--- src/rtl/muldiv_unit_pkg.sv ---
`default_nettype none
// ============================================================================
// Module   : muldiv_unit_pkg
// Brief    : Op codes, FSM state type and helpers shared by the mul/div unit.
// Revision : 1.0 - initial release
// ============================================================================
package muldiv_unit_pkg;

    localparam logic [2:0] MD_OP_MULT  = 3'b000;
    localparam logic [2:0] MD_OP_MULTU = 3'b001;
    localparam logic [2:0] MD_OP_DIV   = 3'b010;
    localparam logic [2:0] MD_OP_DIVU  = 3'b011;
    localparam logic [2:0] MD_OP_MTHI  = 3'b100;
    localparam logic [2:0] MD_OP_MTLO  = 3'b101;

    localparam int DIV_ITERS = 32;

    typedef enum logic [1:0] {
        ST_IDLE = 2'd0,
        ST_MUL  = 2'd1,
        ST_DIV  = 2'd2
    } md_state_t;

    function automatic logic [31:0] abs32(input logic [31:0] v, input logic is_signed);
        return (is_signed && v[31]) ? (~v + 32'd1) : v;
    endfunction

endpackage
`default_nettype wire

--- src/rtl/muldiv_unit_if.sv ---
`default_nettype none
// ============================================================================
// Module   : muldiv_unit_if
// Brief    : EX-stage issue/read bundle between the pipeline and the unit.
// Revision : 1.0 - initial release
// ============================================================================
interface muldiv_unit_if;
    logic        start;
    logic [2:0]  op;
    logic [31:0] a;
    logic [31:0] b;
    logic        flush;
    logic        rd_req;
    logic        rd_sel;
    logic [31:0] rd_data;
    logic        busy;
    logic        stall;
    logic        done;
    logic [31:0] hi;
    logic [31:0] lo;

    modport master (
        output start, op, a, b, flush, rd_req, rd_sel,
        input  rd_data, busy, stall, done, hi, lo
    );

    modport slave (
        input  start, op, a, b, flush, rd_req, rd_sel,
        output rd_data, busy, stall, done, hi, lo
    );
endinterface
`default_nettype wire

--- src/rtl/md_divider.sv ---
`default_nettype none
// ============================================================================
// Module   : md_divider
// Brief    : 32-step restoring divider on magnitudes with a final sign fix.
// Revision : 1.0 - initial release
// ============================================================================
module md_divider
    import muldiv_unit_pkg::*;
(
    input  logic        clk,
    input  logic        rst,
    input  logic        go,
    input  logic        signed_op,
    input  logic [31:0] a,
    input  logic [31:0] b,
    input  logic        flush,
    output logic        valid,
    output logic [31:0] quotient,
    output logic [31:0] remainder
);

    logic        r_active;
    logic [5:0]  r_cnt;
    logic [31:0] r_rem;
    logic [31:0] r_quo;
    logic [31:0] r_div;
    logic        r_neg_q;
    logic        r_neg_r;
    logic [32:0] w_shift;
    logic [32:0] w_diff;

    assign w_shift = {r_rem, r_quo[31]};
    assign w_diff  = w_shift - {1'b0, r_div};

    always_ff @(posedge clk or posedge rst) begin
        if (rst) begin
            r_active <= 1'b0;
            r_cnt    <= 6'd0;
            r_rem    <= 32'd0;
            r_quo    <= 32'd0;
            r_div    <= 32'd0;
            r_neg_q  <= 1'b0;
            r_neg_r  <= 1'b0;
        end else if (flush) begin
            r_active <= 1'b0;
            r_cnt    <= 6'd0;
        end else if (go) begin
            r_active <= 1'b1;
            r_cnt    <= 6'd0;
            r_rem    <= 32'd0;
            r_quo    <= abs32(a, signed_op);
            r_div    <= abs32(b, signed_op);
            // A zero divisor keeps the all-ones quotient unsigned-looking.
            r_neg_q  <= signed_op && (a[31] ^ b[31]) && (b != 32'd0);
            r_neg_r  <= signed_op && a[31];
        end else if (r_active) begin
            if (r_cnt == 6'(DIV_ITERS)) begin
                r_active <= 1'b0;
                r_cnt    <= 6'd0;
            end else begin
                r_cnt <= r_cnt + 6'd1;
                if (!w_diff[32]) begin
                    r_rem <= w_diff[31:0];
                    r_quo <= {r_quo[30:0], 1'b1};
                end else begin
                    r_rem <= w_shift[31:0];
                    r_quo <= {r_quo[30:0], 1'b0};
                end
            end
        end
    end

    // The sign fix-up cycle: results are presented while the top commits them.
    assign valid     = r_active && (r_cnt == 6'(DIV_ITERS));
    assign quotient  = r_neg_q ? (~r_quo + 32'd1) : r_quo;
    assign remainder = r_neg_r ? (~r_rem + 32'd1) : r_rem;

endmodule
`default_nettype wire

--- src/rtl/muldiv_unit.sv ---
`default_nettype none
// ============================================================================
// Module   : muldiv_unit
// Brief    : Multi-cycle multiply/divide unit with HI/LO for the EX stage.
// Revision : 1.0 - initial release
// ============================================================================
module muldiv_unit
    import muldiv_unit_pkg::*;
#(
    parameter int MUL_CYCLES = 4
) (
    input  logic          clk,
    input  logic          rst,
    muldiv_unit_if.slave  bus
);

    localparam logic [3:0] C_MUL_LOAD = 4'(MUL_CYCLES);

    md_state_t   r_state;
    logic [3:0]  r_cnt;
    logic [63:0] r_prod;
    logic [31:0] r_hi;
    logic [31:0] r_lo;
    logic        r_busy;
    logic        r_done;

    logic        w_accept;
    logic        w_mul_signed;
    logic [63:0] w_ext_a;
    logic [63:0] w_ext_b;
    logic [63:0] w_prod;
    logic        w_div_go;
    logic        w_div_valid;
    logic [31:0] w_quo;
    logic [31:0] w_rem;

    assign w_accept     = (r_state == ST_IDLE) && bus.start && !bus.flush;
    assign w_mul_signed = (bus.op == MD_OP_MULT);
    // Sign- or zero-extension lets one 64-bit multiplier serve both flavours.
    assign w_ext_a      = {{32{w_mul_signed & bus.a[31]}}, bus.a};
    assign w_ext_b      = {{32{w_mul_signed & bus.b[31]}}, bus.b};
    assign w_prod       = w_ext_a * w_ext_b;
    assign w_div_go     = w_accept && ((bus.op == MD_OP_DIV) || (bus.op == MD_OP_DIVU));

    md_divider u_div (
        .clk       (clk),
        .rst       (rst),
        .go        (w_div_go),
        .signed_op (bus.op == MD_OP_DIV),
        .a         (bus.a),
        .b         (bus.b),
        .flush     (bus.flush),
        .valid     (w_div_valid),
        .quotient  (w_quo),
        .remainder (w_rem)
    );

    always_ff @(posedge clk or posedge rst) begin
        if (rst) begin
            r_state <= ST_IDLE;
            r_cnt   <= 4'd0;
            r_prod  <= 64'd0;
            r_hi    <= 32'd0;
            r_lo    <= 32'd0;
            r_busy  <= 1'b0;
            r_done  <= 1'b0;
        end else begin
            r_done <= 1'b0;
            case (r_state)
                ST_IDLE: begin
                    if (w_accept) begin
                        case (bus.op)
                            MD_OP_MULT, MD_OP_MULTU: begin
                                r_prod  <= w_prod;
                                r_cnt   <= C_MUL_LOAD;
                                r_state <= ST_MUL;
                                r_busy  <= 1'b1;
                            end
                            MD_OP_DIV, MD_OP_DIVU: begin
                                r_state <= ST_DIV;
                                r_busy  <= 1'b1;
                            end
                            MD_OP_MTHI: r_hi <= bus.a;
                            MD_OP_MTLO: r_lo <= bus.a;
                            default: ;
                        endcase
                    end
                end
                ST_MUL: begin
                    if (bus.flush) begin
                        r_state <= ST_IDLE;
                        r_cnt   <= 4'd0;
                        r_busy  <= 1'b0;
                    end else if (r_cnt == 4'd1) begin
                        {r_hi, r_lo} <= r_prod;
                        r_done  <= 1'b1;
                        r_busy  <= 1'b0;
                        r_cnt   <= 4'd0;
                        r_state <= ST_IDLE;
                    end else begin
                        r_cnt <= r_cnt - 4'd1;
                    end
                end
                ST_DIV: begin
                    if (bus.flush) begin
                        r_state <= ST_IDLE;
                        r_busy  <= 1'b0;
                    end else if (w_div_valid) begin
                        r_hi    <= w_rem;
                        r_lo    <= w_quo;
                        r_done  <= 1'b1;
                        r_busy  <= 1'b0;
                        r_state <= ST_IDLE;
                    end
                end
                default: r_state <= ST_IDLE;
            endcase
        end
    end

    assign bus.hi      = r_hi;
    assign bus.lo      = r_lo;
    assign bus.busy    = r_busy;
    assign bus.done    = r_done;
    assign bus.stall   = r_busy & (bus.start | bus.rd_req);
    assign bus.rd_data = bus.rd_sel ? r_hi : r_lo;

endmodule
`default_nettype wire

--- src/flat_wrapper.sv ---
// flat-port wrapper written by rule: the top's interface ports become plain ports
module muldiv_unit_flat import muldiv_unit_pkg::*;
#(
    parameter int MUL_CYCLES = 4
)
  (clk, rst, bus_start, bus_op, bus_a, bus_b, bus_flush, bus_rd_req, bus_rd_sel, bus_rd_data, bus_busy, bus_stall, bus_done, bus_hi, bus_lo);
  muldiv_unit_if bus_i ();
  input  logic clk;
  input  logic rst;
  input wire logic [$bits(bus_i.start)-1:0] bus_start;
  input wire logic [$bits(bus_i.op)-1:0] bus_op;
  input wire logic [$bits(bus_i.a)-1:0] bus_a;
  input wire logic [$bits(bus_i.b)-1:0] bus_b;
  input wire logic [$bits(bus_i.flush)-1:0] bus_flush;
  input wire logic [$bits(bus_i.rd_req)-1:0] bus_rd_req;
  input wire logic [$bits(bus_i.rd_sel)-1:0] bus_rd_sel;
  output wire logic [$bits(bus_i.rd_data)-1:0] bus_rd_data;
  output wire logic [$bits(bus_i.busy)-1:0] bus_busy;
  output wire logic [$bits(bus_i.stall)-1:0] bus_stall;
  output wire logic [$bits(bus_i.done)-1:0] bus_done;
  output wire logic [$bits(bus_i.hi)-1:0] bus_hi;
  output wire logic [$bits(bus_i.lo)-1:0] bus_lo;
  assign bus_i.start = bus_start;
  assign bus_i.op = bus_op;
  assign bus_i.a = bus_a;
  assign bus_i.b = bus_b;
  assign bus_i.flush = bus_flush;
  assign bus_i.rd_req = bus_rd_req;
  assign bus_i.rd_sel = bus_rd_sel;
  assign bus_rd_data = bus_i.rd_data;
  assign bus_busy = bus_i.busy;
  assign bus_stall = bus_i.stall;
  assign bus_done = bus_i.done;
  assign bus_hi = bus_i.hi;
  assign bus_lo = bus_i.lo;
  muldiv_unit #(.MUL_CYCLES(MUL_CYCLES)) u_core (.clk(clk), .rst(rst), .bus(bus_i));
endmodule
--- config.mk ---
export PLATFORM = sky130hd
export DESIGN_NAME = muldiv_unit_flat
export DESIGN_NICKNAME = d
export VERILOG_FILES = /design/src/rtl/muldiv_unit_pkg.sv /design/src/rtl/muldiv_unit_if.sv /design/src/rtl/md_divider.sv /design/src/rtl/muldiv_unit.sv /design/src/flat_wrapper.sv
export SDC_FILE = /design/constraint.sdc
export NUM_CORES = 2
export LEC_CHECK = 0
export BUFFER_PORTS_ARGS = -buffer_cell sky130_fd_sc_hd__clkbuf_2
export CAP_MARGIN = 25
export CORE_ASPECT_RATIO = 2
export CORE_MARGIN = 2
export CORE_UTILIZATION = 60
export DETAILED_ROUTE_END_ITERATION = 8
export GPL_ROUTABILITY_DRIVEN = 1
export PLACE_DENSITY = 0.77
export SLEW_MARGIN = 10
export SYNTH_ARGS = -nofsm -noshare
export SYNTH_HDL_FRONTEND = slang
export SYNTH_HIERARCHICAL = 1
export SYNTH_SLANG_ARGS = --single-unit
--- constraint.sdc ---
create_clock -name clk -period 8.6 [get_ports clk]
set_input_delay 1.29 -clock clk [delete_from_list [all_inputs] [get_ports clk]]
set_output_delay 1.29 -clock clk [all_outputs]
set_load 0.005 [all_outputs]
### Word-level counts from Yosys, hierarchy flattened

Cells that the tools add are included.

* add/sub/neg operators: 7
* multipliers: 1
* div/mod/pow operators: 0
* $lt $le $gt $ge: 0
* eq/ne operators: 22
* shift operators: 0
* muxes and demuxes: 59
* bitwise logic cells: 10
* reductions and logical operators: 28

Operators with widths (number)
* $mux W32: 24
* $pmux W32 S3: 2
* $add A32 B1 Y32 const B: 4
* $not A32 Y32: 4
* $mul A33 B33 Y64: 1
* $sub A33 B32 Y33: 1
* $reduce_bool A32 Y1: 1
* $mux W6: 4
* $mux W4: 4
* $ne A2 B2 Y1 const B: 8
* $mux W1: 15
* $reduce_and A7 Y1: 2
* $mux W2: 5
* $reduce_and A3 Y1: 3
* $logic_and A1 B1 Y1: 8
* $pmux W4 S2: 1
* $add A6 B1 Y6 const B: 1
* $eq A3 B2 Y1 const B: 2
* $eq A3 B3 Y1 const B: 2
* $eq A6 B6 Y1 const B: 1
* $ne A3 B3 Y1 const B: 2
* $pmux W2 S3: 1
* $reduce_bool A3 Y1: 2
* $reduce_and A5 Y1: 1
* other kinds (23): 28

* bits in registers: 241
* bits in latches: 0
* RAM bits: 0
* memory bits (read-only): 0
* input port bits: 73
* output and inout port bits: 99
* logic and storage cells: 141
* memories kept: 0

### Depth between registers and ports, before layout

* depth in word-level cells: 6
* mapped depth: 31
* depth with buffers taken out: 28

### By module

The synthesis kept the hierarchy.

By module, submodules not included
* muldiv_unit: instances 1, cells an instance 4852, area an instance 44501.4 um^2, seq. area each 3403.3 um^2
* md_divider: instances 1, cells an instance 1107, area an instance 8668.3 um^2, seq. area each 2627.5 um^2

### Worst setup path after synthesis

OpenSTA, ideal clock, no wires.

* path type: input port to flip-flop
* from: input port bus_op[0]
* to: register u_core.r_prod[63]
* library setup time: 0.136 ns
* arrival time: 9.261 ns
* required time: 8.464 ns
* slack: -0.797 ns
* stages on the path: 28
* path buffers: 4
* cells stage by stage: nor3_1 clkbuf_1 and2_1 clkbuf_1 nand2_1 inv_1 fa_1 fa_1 fa_1 inv_1 fa_1 inv_1 fa_1 fa_1 inv_1 fa_1 inv_1 fa_1 ha_1 clkbuf_1 and3_1 buf_2 nand3_1 or3_1 nor3_1 nor2_1 a221oi_1 o41ai_1

* longest elaborated chain between the ends: 3
* elaborated cells on any way between the ends: 7
* classes of those cells: mul (1); eq/ne (1); bitwise (2); reduce/logical (3)

RTL lines
* from (decl): RTL line flat_wrapper.sv:11 `input wire logic [$bits(bus_i.op)-1:0] bus_op;`
* $logic_not A3 Y1 / $eq A3 B1 Y1 (equally long branches): RTL line muldiv_unit.sv:38, muldiv_unit.sv:72
* $and A1 B1 Y1, or another cell as far along: RTL line muldiv_unit.sv:40 `assign w_ext_a = {{32{w_mul_signed & bus.a[31]}}, bus.a};`
* $mul A33 B33 Y64 / $reduce_and A3 Y1 (equally long branches)
* to (signal assigned): RTL line muldiv_unit.sv:74 `r_prod <= w_prod;`
* to (decl): RTL line muldiv_unit.sv:21 `logic [63:0] r_prod;`

Parallel ways exist; a longest one is shown, timed or not.
A chain may end at the register's enable or synchronous reset.

### Worst setup path in the final report

* from: input port bus_op[0]
* to: register u_core.r_prod[57]

The elaborated chain is that of the path after synthesis.

==> qor.yml <==
hold_path:
  worstHoldStart: "u_core/r_prod[0]"
  hold_path_class: "reg2reg"
logic_synthesis:
  synthArstFlopShare: 1.00
  syn-cell-area_um2: 53200
  post_synth_num_cell_types: 83
  ys_warn_count: 6
  synth_ff_type: "dfrtp_1"
  syn_nets: 7414
  synth_seq_cells: 241
  ys_seq_area_frac: 0.113
  avgSynthCellArea_um2: 8.92
  synth-edff-count: 0
  synthCells: 5959
floorplanning:
  die_h_um: 425
  die_w_um: 214
  die-area_um2: 91200
  core_um2: 87900
  num_rows: 154
  ioPinCount: 172
  start_util: 0.605
worst_setup_path:
  crit_start: "bus_op[0]"
  crit_path_max_incr_delay_ns: 0.55
  rr_startpoint: "u_core/u_div/r_quo[4]"
  setup.worst_path.start_class: "primary input"
  cp-endpoint: "u_core/r_prod[57]"
  cp_data_required_time_ns: 9.02
  rr_endpoint: "u_core/bus.lo[31]"
  end_kind: "flip-flop"
  critPathArrivalTime_ns: 8.89
  cp_max_fo: 4
  worst_path_max_delay_cell: "fa_2"
  r2r_cells: 11
  worstSetupPathType: "in2reg"
  cpMostUsedCell: "fa_1"
  rrSetupSlack_ns: 3.63
finish:
  fillers: 6981
  register_area_um2: 6030
  syn_to_final_growth_pct: 13.0
  fin_nets: 7824
  multi_input_area_um2: 41700
  final_common_cell: "inv_1"
  drive_above_1_share: 0.141
  finalInstanceArea_um2: 60100
  final_cell_mix: "1,177 x inv_1, 1,115 x fa_1, 1,049 x nand2_1"
routing:
  via_per_inst: 5.92
  wirelength_um: 178000
  wl_per_cell_um: 23.5
  vias: 44804
  drtIter0Drc: 3706
  antenna_left: 0
  drc: 0
  drt_pass1_iterations: 6
sta:
  worst_slack_ns: 0.130
  slew_violations: 0
  max_slew_margin: 0.374
  rsz0062_at_grt: "true"
  fin_crit_ns: 8.47
  period_share: 0.985
  fin_worst_skew_ns: 0.0321
  fmax_mhz: 118
  worstMarginPinSlew_ns: 0.939
  hold_viol_final: 0
  setup_viol: 0
clocking:
  clkSinkCount: 241
  clk_pin_slew_ns: 0.07
  htree_levels: 1
  cts_buffers: 21
  clockRootBuffer: "clkbuf_16"
  clk_path_buf_depth: 3
  tritoncts: "done"
  cts_hold_buf: 0
  clk_latency_ns: 0.56
global_routing:
  grt_use_total: 0.398
  antenna_found_initial: 15
  overflow: 0
  grt_pass1_vias: 49180
  grt_pass1_wl_um: 273000
  grt_max_degree: 88
placed_design:
  dp_slack_ns: -1.22
  dpl_cell_area_um2: 59000
  globalplace.congestion: 1.05
  dp.final_hpwl_um: 147000
  portBuffers: 171
job:
  maxCapViolations: 0
status:
  status: "finished clean"
[layout make-up]
class | count | area share
Tap cell | 1170 | 0.0244
Clock buffer | 26 | 0.00939
Multi-Input combinational cell | 4193 | 0.693
Antenna cell | 8 | 0.000333
Clock inverter | 12 | 0.00337
Timing Repair Buffer | 724 | 0.0942
Inverter | 1188 | 0.0746
Sequential cell | 241 | 0.100
[per-stage QoR]
stage / std cells / setup TNS (ns) / utilization / hold slack, ns
6_report: 7562 / 0 / 0.684 / 0.479
2_1_floorplan: 5959 / 0 / - / 0.439
4_1_cts: 7548 / 0 / 0.680 / 0.480
3_5_place_dp: 7507 / -14.27 / 0.671 / 0.465
5_1_grt: 7558 / -0.133 / 0.684 / 0.510
3_3_place_gp: 7507 / -11.74 / 0.671 / 0.450
[how the worst min path moves through the flow]
stage / end / slack [ns] / cells after the start
floorplan: u_core/r_prod[0] / 0.44 / 2
global placement: u_core/r_prod[0] / 0.45 / 2
detailed placement: u_core/r_prod[0] / 0.47 / 2
CTS: u_core/r_prod[0] / 0.48 / 2
global route: u_core/r_prod[3] / 0.51 / 2
finish: u_core/r_prod[0] / 0.48 / 2
[synth_stat cells (all sizes together), types with 12 or more instances]
cell    number  share of area
a211oi      77          0.011
a21o       112          0.016
a21oi      170          0.016
a22oi       68         0.0096
a31oi       23         0.0031
and2       299          0.035
and3        31         0.0036
buf         15         0.0016
clkbuf     320          0.023
dfrtp      241           0.11
fa        1126           0.42
ha         256          0.060
inv       1188          0.084
mux2        35         0.0074
nand2     1052          0.074
nand2b      16         0.0019
nand3       32         0.0030
nand4       22         0.0027
nor2       143          0.010
nor3        36         0.0035
nor4        12         0.0014
o21ai      230          0.022
o21bai      13         0.0018
o31ai       37         0.0057
o41ai       17         0.0031
or3         21         0.0026
or4         21         0.0032
xnor2      143          0.024
xor2        73          0.012
[timing repair]
action                     CTS  global route
pin swaps                    5            24
setup buffers                3             4
setup endpoints to repair   15            20
gates resized for setup     10            48
[worst max-delay path, delay by kind of cell]
family	cells	cell delay, ns
xor+xnor	1	0.13
compound gates	5	0.77
buf+inv	9	1.15
simple gates	6	1.20
fa+ha+maj	9	4.31
[kinds of logic (layout without fill, tap and decap cells)]
logic type | count (synthesis) | in the layout | share of synthesized area
adder cells (fa/ha/maj) | 1382 | 1382 | 0.484
multiplexers | 45 | 45 | 0.00930
AND/OR/NAND/NOR | 1715 | 1715 | 0.145
other | 0 | 8 | 0
flip-flops | 241 | 241 | 0.113
buffers and inverters | 1525 | 1950 | 0.109
XOR/XNOR | 216 | 216 | 0.0356
AO/OA/AOI/OAI | 835 | 835 | 0.103
[sequential cells by signal (all words and copies together) (netlist names), 4 cells and up]
name                flops
u_core/bus.lo          32
u_core/u_div/r_quo     32
u_core/r_prod          64
u_core/u_div/r_cnt      6
u_core/bus.hi          32
u_core/u_div/r_rem     32
u_core/u_div/r_div     32
u_core/r_cnt            4
[layer usage]
| layer | track usage | up-vias | wire, um |
|---|---|---|---|
| li1 | - | 19042 | - |
| met1 | 0.405 | 22614 | 55300 |
| met2 | 0.698 | 2248 | 89500 |
| met3 | 0.0824 | 886 | 13900 |
| met4 | 0.339 | 14 | 19000 |
| met5 | 0 | - | 98 |
Power is left out: the tool's default activity adds up to more than one toggle a clock period on the data nets, which glitch-free logic cannot reach.
